File: src/rtl/router_pkt_reg.sv
// Router packet register: stages header, payload and parity words toward the FIFO,
// parks words in a small in-order hold buffer while the FIFO is full, and checks parity.
module router_pkt_reg #(
  parameter int DATA_W      = 8,
  parameter int HOLD_DEPTH  = 2,
  parameter int PARITY_MODE = 0,
  localparam int CNT_W      = $clog2(HOLD_DEPTH + 1)
) (
  input  logic              clock,
  input  logic              resetn,
  input  logic              pkt_valid,
  input  logic              fifo_full,
  input  logic              detect_add,
  input  logic              lfd_state,
  input  logic              ld_state,
  input  logic              laf_state,
  input  logic              full_state,
  input  logic              rst_int_reg,
  input  logic [DATA_W-1:0] data_in,
  output logic [DATA_W-1:0] dout,
  output logic              dout_valid,
  output logic              parity_done,
  output logic              low_pkt_valid,
  output logic              err,
  output logic [CNT_W-1:0]  hold_cnt,
  output logic              hold_ovf
);

  typedef enum logic [2:0] {
    CMD_IDLE,
    CMD_LFD,
    CMD_LD,
    CMD_LAF,
    CMD_FULL
  } cmd_t;

  cmd_t cmd;

  logic [DATA_W-1:0]     acc, header, rx_parity;
  logic [DATA_W-1:0]     hbuf [HOLD_DEPTH];
  logic [HOLD_DEPTH-1:0] hpar;
  logic                  chk_pend;

  logic [DATA_W-1:0]     dout_nx, acc_nx, header_nx, rx_parity_nx;
  logic [DATA_W-1:0]     hbuf_nx [HOLD_DEPTH];
  logic [HOLD_DEPTH-1:0] hpar_nx;
  logic [CNT_W-1:0]      hold_cnt_nx;
  logic                  dout_valid_nx, parity_done_nx, low_pkt_valid_nx, err_nx;
  logic                  hold_ovf_nx, chk_pend_nx;
  logic                  push_req, push_par, wr_par;
  logic                  hold_full, hold_empty;

  function automatic logic [DATA_W-1:0] fold(input logic [DATA_W-1:0] a,
                                             input logic [DATA_W-1:0] b);
    if (PARITY_MODE == 1) return a + b;
    else                  return a ^ b;
  endfunction

  assign hold_full  = (hold_cnt == CNT_W'(HOLD_DEPTH));
  assign hold_empty = (hold_cnt == '0);

  always_comb begin
    cmd = CMD_IDLE;
    if (lfd_state)       cmd = CMD_LFD;
    else if (ld_state)   cmd = CMD_LD;
    else if (laf_state)  cmd = CMD_LAF;
    else if (full_state) cmd = CMD_FULL;
  end

  always_comb begin
    dout_nx          = dout;
    dout_valid_nx    = 1'b0;
    parity_done_nx   = parity_done;
    low_pkt_valid_nx = low_pkt_valid;
    err_nx           = err;
    chk_pend_nx      = 1'b0;
    hold_cnt_nx      = hold_cnt;
    hold_ovf_nx      = hold_ovf;
    acc_nx           = acc;
    header_nx        = header;
    rx_parity_nx     = rx_parity;
    hbuf_nx          = hbuf;
    hpar_nx          = hpar;
    push_req         = 1'b0;
    push_par         = 1'b0;
    wr_par           = 1'b0;

    if (rst_int_reg) begin
      acc_nx      = '0;
      hold_cnt_nx = '0;
      hold_ovf_nx = 1'b0;
      err_nx      = 1'b0;
      hpar_nx     = '0;
      for (int unsigned i = 0; i < HOLD_DEPTH; i++) hbuf_nx[i] = '0;
    end else begin
      // The comparison uses the accumulator as it stood when parity_done rose.
      if (chk_pend) err_nx = (acc != rx_parity);

      case (cmd)
        CMD_LFD: begin
          dout_nx       = header;
          dout_valid_nx = 1'b1;
        end
        CMD_LD: begin
          if (pkt_valid) begin
            acc_nx = fold(acc, data_in);
            if (!fifo_full) begin
              dout_nx       = data_in;
              dout_valid_nx = 1'b1;
            end else begin
              push_req = 1'b1;
            end
          end else if (!low_pkt_valid) begin
            rx_parity_nx     = data_in;
            low_pkt_valid_nx = 1'b1;
            if (!fifo_full) begin
              dout_nx       = data_in;
              dout_valid_nx = 1'b1;
              wr_par        = 1'b1;
            end else begin
              push_req = 1'b1;
              push_par = 1'b1;
            end
          end
        end
        CMD_LAF: begin
          if (!fifo_full && !hold_empty) begin
            dout_nx       = hbuf[0];
            dout_valid_nx = 1'b1;
            wr_par        = hpar[0];
            for (int unsigned i = 0; i + 1 < HOLD_DEPTH; i++) begin
              hbuf_nx[i] = hbuf[i+1];
              hpar_nx[i] = hpar[i+1];
            end
            hbuf_nx[HOLD_DEPTH-1] = '0;
            hpar_nx[HOLD_DEPTH-1] = 1'b0;
            hold_cnt_nx           = hold_cnt - 1'b1;
          end
        end
        default: ;
      endcase

      if (push_req) begin
        if (hold_full) begin
          hold_ovf_nx = 1'b1;
        end else begin
          for (int unsigned i = 0; i < HOLD_DEPTH; i++) begin
            if (CNT_W'(i) == hold_cnt) begin
              hbuf_nx[i] = data_in;
              hpar_nx[i] = push_par;
            end
          end
          hold_cnt_nx = hold_cnt + 1'b1;
        end
      end

      if (wr_par) begin
        parity_done_nx = 1'b1;
        if (!parity_done) chk_pend_nx = 1'b1;
      end

      if (detect_add) begin
        if (pkt_valid) begin
          header_nx = data_in;
          acc_nx    = data_in;
        end
        parity_done_nx   = 1'b0;
        low_pkt_valid_nx = 1'b0;
      end
    end
  end

  always_ff @(posedge clock or negedge resetn) begin
    if (!resetn) begin
      dout          <= '0;
      dout_valid    <= 1'b0;
      parity_done   <= 1'b0;
      low_pkt_valid <= 1'b0;
      err           <= 1'b0;
      chk_pend      <= 1'b0;
      hold_cnt      <= '0;
      hold_ovf      <= 1'b0;
      acc           <= '0;
      header        <= '0;
      rx_parity     <= '0;
      hpar          <= '0;
      for (int unsigned i = 0; i < HOLD_DEPTH; i++) hbuf[i] <= '0;
    end else begin
      dout          <= dout_nx;
      dout_valid    <= dout_valid_nx;
      parity_done   <= parity_done_nx;
      low_pkt_valid <= low_pkt_valid_nx;
      err           <= err_nx;
      chk_pend      <= chk_pend_nx;
      hold_cnt      <= hold_cnt_nx;
      hold_ovf      <= hold_ovf_nx;
      acc           <= acc_nx;
      header        <= header_nx;
      rx_parity     <= rx_parity_nx;
      hpar          <= hpar_nx;
      hbuf          <= hbuf_nx;
    end
  end

endmodule

File: config.mk
export PLATFORM = sky130hd
export DESIGN_NAME = router_pkt_reg
export DESIGN_NICKNAME = d
export VERILOG_FILES = /design/src/rtl/router_pkt_reg.sv
export SDC_FILE = /design/constraint.sdc
export NUM_CORES = 1
export LEC_CHECK = 0
export ABC_AREA = 1
export CAP_MARGIN = 0
export CORE_UTILIZATION = 50
export CTS_CLUSTER_SIZE = 30
export DETAILED_ROUTE_END_ITERATION = 6
export PLACE_DENSITY = 0.72
export REMOVE_ABC_BUFFERS = 1
export SKIP_CTS_REPAIR_TIMING = 1
export SKIP_LAST_GASP = 1
export SLEW_MARGIN = 10
export SYNTH_ARGS = -nofsm -noshare
export SYNTH_HDL_FRONTEND = slang
export SYNTH_SLANG_ARGS = --single-unit
File: constraint.sdc
create_clock -name clock -period 4 [get_ports clock]
set_clock_uncertainty 0.2 [all_clocks]
set_input_delay 0.8 -clock clock [delete_from_list [all_inputs] [get_ports clock]]
set_output_delay 0.8 -clock clock [all_outputs]
set_load 0.01 [all_outputs]
Yosys cells after proc, flatten, opt, wreduce, memory -nomap -nowiden --
Cells that the tools add are included. Widths: inputs -> output; s select.
Cells by class: add/sub/neg operators 2, multiply operators 0, div/mod/pow operators 0, order comparisons 0, equal/unequal tests 9, shift-type cells 0, multiplexer cells 63, bitwise operators 4, reduce and logical (&&, ||, !) cells 16
Operator list (count):
- $mux 8 | 11
- $mux 16 | 5
- $mux 1 | 30
- $pmux 8 s3 | 1
- $mux 2 | 10
- $mux 3 | 4
- $reduce_bool 2->1 | 5
- $ne 8x8->1 | 1
- $reduce_and 4->1 | 2
- $xor 8x8->8 | 1
- $eq 3x2->1 const B | 2
- $reduce_and 3->1 | 2
- $reduce_and 2->1 | 2
- $eq 3x1->1 const B | 1
- $ne 3x3->1 const B | 1
- $not 1->1 | 3
- $pmux 1 s3 | 1
- $reduce_bool 3->1 | 1
- $add 2x1->2 const B | 1
- $eq 1x2->1 const A | 1
- $eq 2x2->1 const B | 1
- $logic_not 1->1 | 2
- $logic_not 2->1 | 1
- $ne 2x1->1 const B | 1
- other kinds (4) | 4
Storage, ports and cells: flip-flop bits (word level) 58, bits in latches 0, memory bits (writable) 0, memory bits (read-only) 0, output and inout port bits 15, memories kept 0

Logic depth before layout (Yosys ltp) --
depth in word-level cells 10, depth in mapped cells 10, mapped depth without buffers 10

Worst setup path before layout --
OpenSTA, ideal clock, no wires.
path kind input to register, from in pkt_valid, to reg hpar[0], setup time 0.117 ns, data arrival time 1.569 ns, required time 3.683 ns, slack 2.115 ns, stages 6, buffers on the path 1, path through inv_1 a21oi_2 nand4_4 buf_6 nor2_1 nor2_1
On the way: longest elaborated chain between the ends 6
Ends and longest elaborated chain:
- start: declaration | RTL line 11 | input logic pkt_valid,
- $mux 1 | RTL line 105 | if (pkt_valid) begin
- $mux 1 | RTL line 99 | case (cmd)
- $mux 1 | RTL line 148 | if (CNT_W'(i) == hold_cnt) begin
- $mux 2 | RTL line 144 | if (hold_full) begin
- $mux 2 (*) | RTL line 143 | if (push_req) begin
- $mux 2 (*) | RTL line 88 | if (rst_int_reg) begin
- via hpar_nx[0] | RTL line 46 | logic [HOLD_DEPTH-1:0] hpar_nx;
- end signal: assignment | RTL line 200 | hpar <= hpar_nx;
- end: declaration | RTL line 41 | logic [HOLD_DEPTH-1:0] hpar;
Mark *: on every way through the listed nets, which the timed path passes. The rest lies on a longest branch. The select of a mux whose other input is x is not followed. A chain may end at the register's enable or synchronous reset.

==> reports/qor.csv <==
metric,value,unit
seq_area,1451,um2
antenna_found_initial,0,
dp_slack,985.4,ps
overflow,0,
viasPerCell,5.057,
std_cell_rows,28,
swShare,0.2788,
p_int,0.001138,W
final_util,0.6198,
p_clk_frac,0.379,
area_growth,17.61,%
hold_class,flop to flop,
io_buffers,31,
clock-sinks,58,
drc,0,
ant_nets,0,
clk_latency,330,ps
fin_nets,488,
p_per_area,422.6,nW/um2
cts_root_buf,clkbuf_8,
cp.arrival,2710,ps
worst-slew-pin-transition,947.2,ps
p_sw,0.0004401,W
dr.pass1.iters,5,
crit_fanout,13,
synth_top_family_by_area,simple AND/OR/NAND/NOR gates,
yosys-top-cells-count,"nand2_1 (166), dfrtp_1 (58), nor2_1 (50)",
synthCells,435,
die_width,81.70,um
grt_pass1_wl,12390,um
grt_setup_unrepaired,no,
die_height,81.70,um
timing.final.ws_setup,1320,ps
peakVddDrop,0.0002409,V
cts_tree,yes,
synth_mux_area_frac,0,
cp-end-kind,flop,
worstSetupPathType,input pin to flop,
synth_ff_type,dfrtp_1,
synthAdderAreaFrac,0.01182,
final_cell_area,3735,um2
fmax,373.2,MHz
dpl_cell_area,3516,um2
leakagePower,1.986,nW
final-hold-violation-count,0,
fin_crit,2680,ps
grt_pass1_vias,2550,
pwr-share-comb,0.181,
boundaryPins,33,
num_vias,2766,
yosys.area.top_type,dfrtp_1,
finalSetupViolations,0,
ys_seq_elements,58,
grt_usage,0.2527,
cap_violations,0,
cts.clk_slew.worst_paths,70,ps
synthXorXnorAreaFrac,0.01379,
clk_path_buf_depth,2,
multi_input_area,1463,um2
gp_congestion,0.8644,
slew_violations,0,
slowest_stage,clkdlybuf4s50_1,
dieArea,6674,um2
final.setup.tns,0,ps
grt_start_max_net_pins,44,
synth_compound_area_frac,0.09180,
worstPathRequired,4030,ps
synth.top_cell.area_share,0.4571,
synth_seq_area_share,0.4571,
worstPathCellList,"clkdlybuf4s50_1, inv_1, nand2_1, nand2_2, nor2_1, nand4_1, nand2_1, nor2_1",
status,"complete, no violations",
hpwlAfterDp,5094,um
nFillCells,536,
syn-cell-area,3176,um2
ys_warn_count,0,
yosysUniqueCellTypes,28,
synth_edf_count,0,
detail_route.wl_per_cell,13.50,um
synthSimpleGateAreaFrac,0.3432,
htree_levels,3,
relSlewSlack,0.3685,
r2r_slack,2000,ps
synth_area_per_cell,7.300,um2
stdcell_count,547,
initial_core_util,0.5270,
synthTopCellsByArea,"dfrtp_1 (46%), nand2_1 (20%), nor2_1 (5.9%)",
drt_iter0_drc,242,
yosysMostFrequentCell,nand2_1,
max_stage_delay,640,ps
cts-buffers-inserted,9,
dp.cells,531,
coreArea,6026,um2
drive_gt1_frac,0.07627,
num_antenna_cells,0,
cp-start-kind,input pin,
synthArstFlopShare,1.000,
fin_crit_sh,0.6700,
seqPwrFrac,0.439,
routed_wl,7384,um
## area by class of cell
| class | instances | area share |
|---|---|---|
| sequential | 58 | 0.3886 |
| clock inverter | 5 | 0.02077 |
| multi-input combinational | 317 | 0.3916 |
| inverter | 46 | 0.04623 |
| clock buffer | 11 | 0.03786 |
| timing repair buffer | 35 | 0.08978 |
| tap | 75 | 0.02513 |
## per-stage QoR
step	total power, W	hold slack (ps)
6_report	0.001578	249.9
5_1_grt	0.001662	275.3
4_1_cts	0.001590	260.4
3_5_place_dp	0.0009893	250.8
3_3_place_gp	0.0009802	236.4
2_1_floorplan	0.0008613	253.4
## worst max-delay path, delay by kind of cell
kind	cells	cell delay, ps
AND/OR/NAND/NOR	6	1200
buffers and inverters	2	720
## metal layers
layer,vias up,GRT usage,part of all wire
li1,1411,-,-
met1,1272,0.3641,0.48
met2,75,0.3758,0.46
met3,8,0.04111,0.050
met4,0,0.1035,0.012
met5,-,0,0
## cells by family (layout without fill, tap and decap cells)
group           count (synthesis)  count (layout)
simple gates                  257             257
compound gates                 52              52
flops                          58              58
buf+inv                        60              97
xor+xnor                        5               5
fa+ha+maj                       3               3
## registers in the layout, summed over array words and instances, names as in the netlist
name and flops:
acc 8, chk_pend 1, dout 8, dout_valid 1, err 1, hbuf 16
header 8, hold_cnt 2, hold_ovf 1, hpar 2, low_pkt_valid 1, parity_done 1
rx_parity 8
## power groups by stage
stage	clock network, W	logic (W)	registers, W
final	0.000599	0.000286	0.000694
after global routing	0.000636	0.000327	0.000699
after CTS	0.000609	0.000289	0.000693
after detailed placement	0	0.000287	0.000702
after global placement	0	0.000281	0.000700
after floorplan	0	0.000158	0.000703
## path summary, 6_finish.rpt
kind,endpoint,cells after the start,start
min,chk_pend$_DFF_PN0_,1,parity_done$_DFFE_PN0P_
max,hbuf[1]$_DFF_PN0_,8,ld_state
max in group asynchronous,hbuf[6]$_DFF_PN0_,2,resetn
min in group asynchronous,hbuf[8]$_DFF_PN0_,1,resetn
min reg2reg,chk_pend$_DFF_PN0_,1,parity_done$_DFFE_PN0P_
max reg2reg,hbuf[12]$_DFF_PN0_,9,hold_cnt[0]$_DFF_PN0_
## cell usage in the layout, fill, tap and decap left out, drive strengths merged
| cell | n |
|---|---|
| ha | 3 |
| clkdlybuf4s50 | 30 |
| xor2 | 2 |
| inv | 45 |
| o21bai | 6 |
| clkinvlp | 1 |
| buf | 5 |
| clkinv | 3 |
| clkbuf | 11 |
| nand3 | 29 |
| xnor2 | 3 |
| o22ai | 1 |
| a21oi | 13 |
| nand2 | 169 |
| nand4 | 4 |
| bufinv | 2 |
| o21ai | 32 |
| dfrtp | 58 |
| nor2 | 55 |
(Power assumes the default switching activity.)
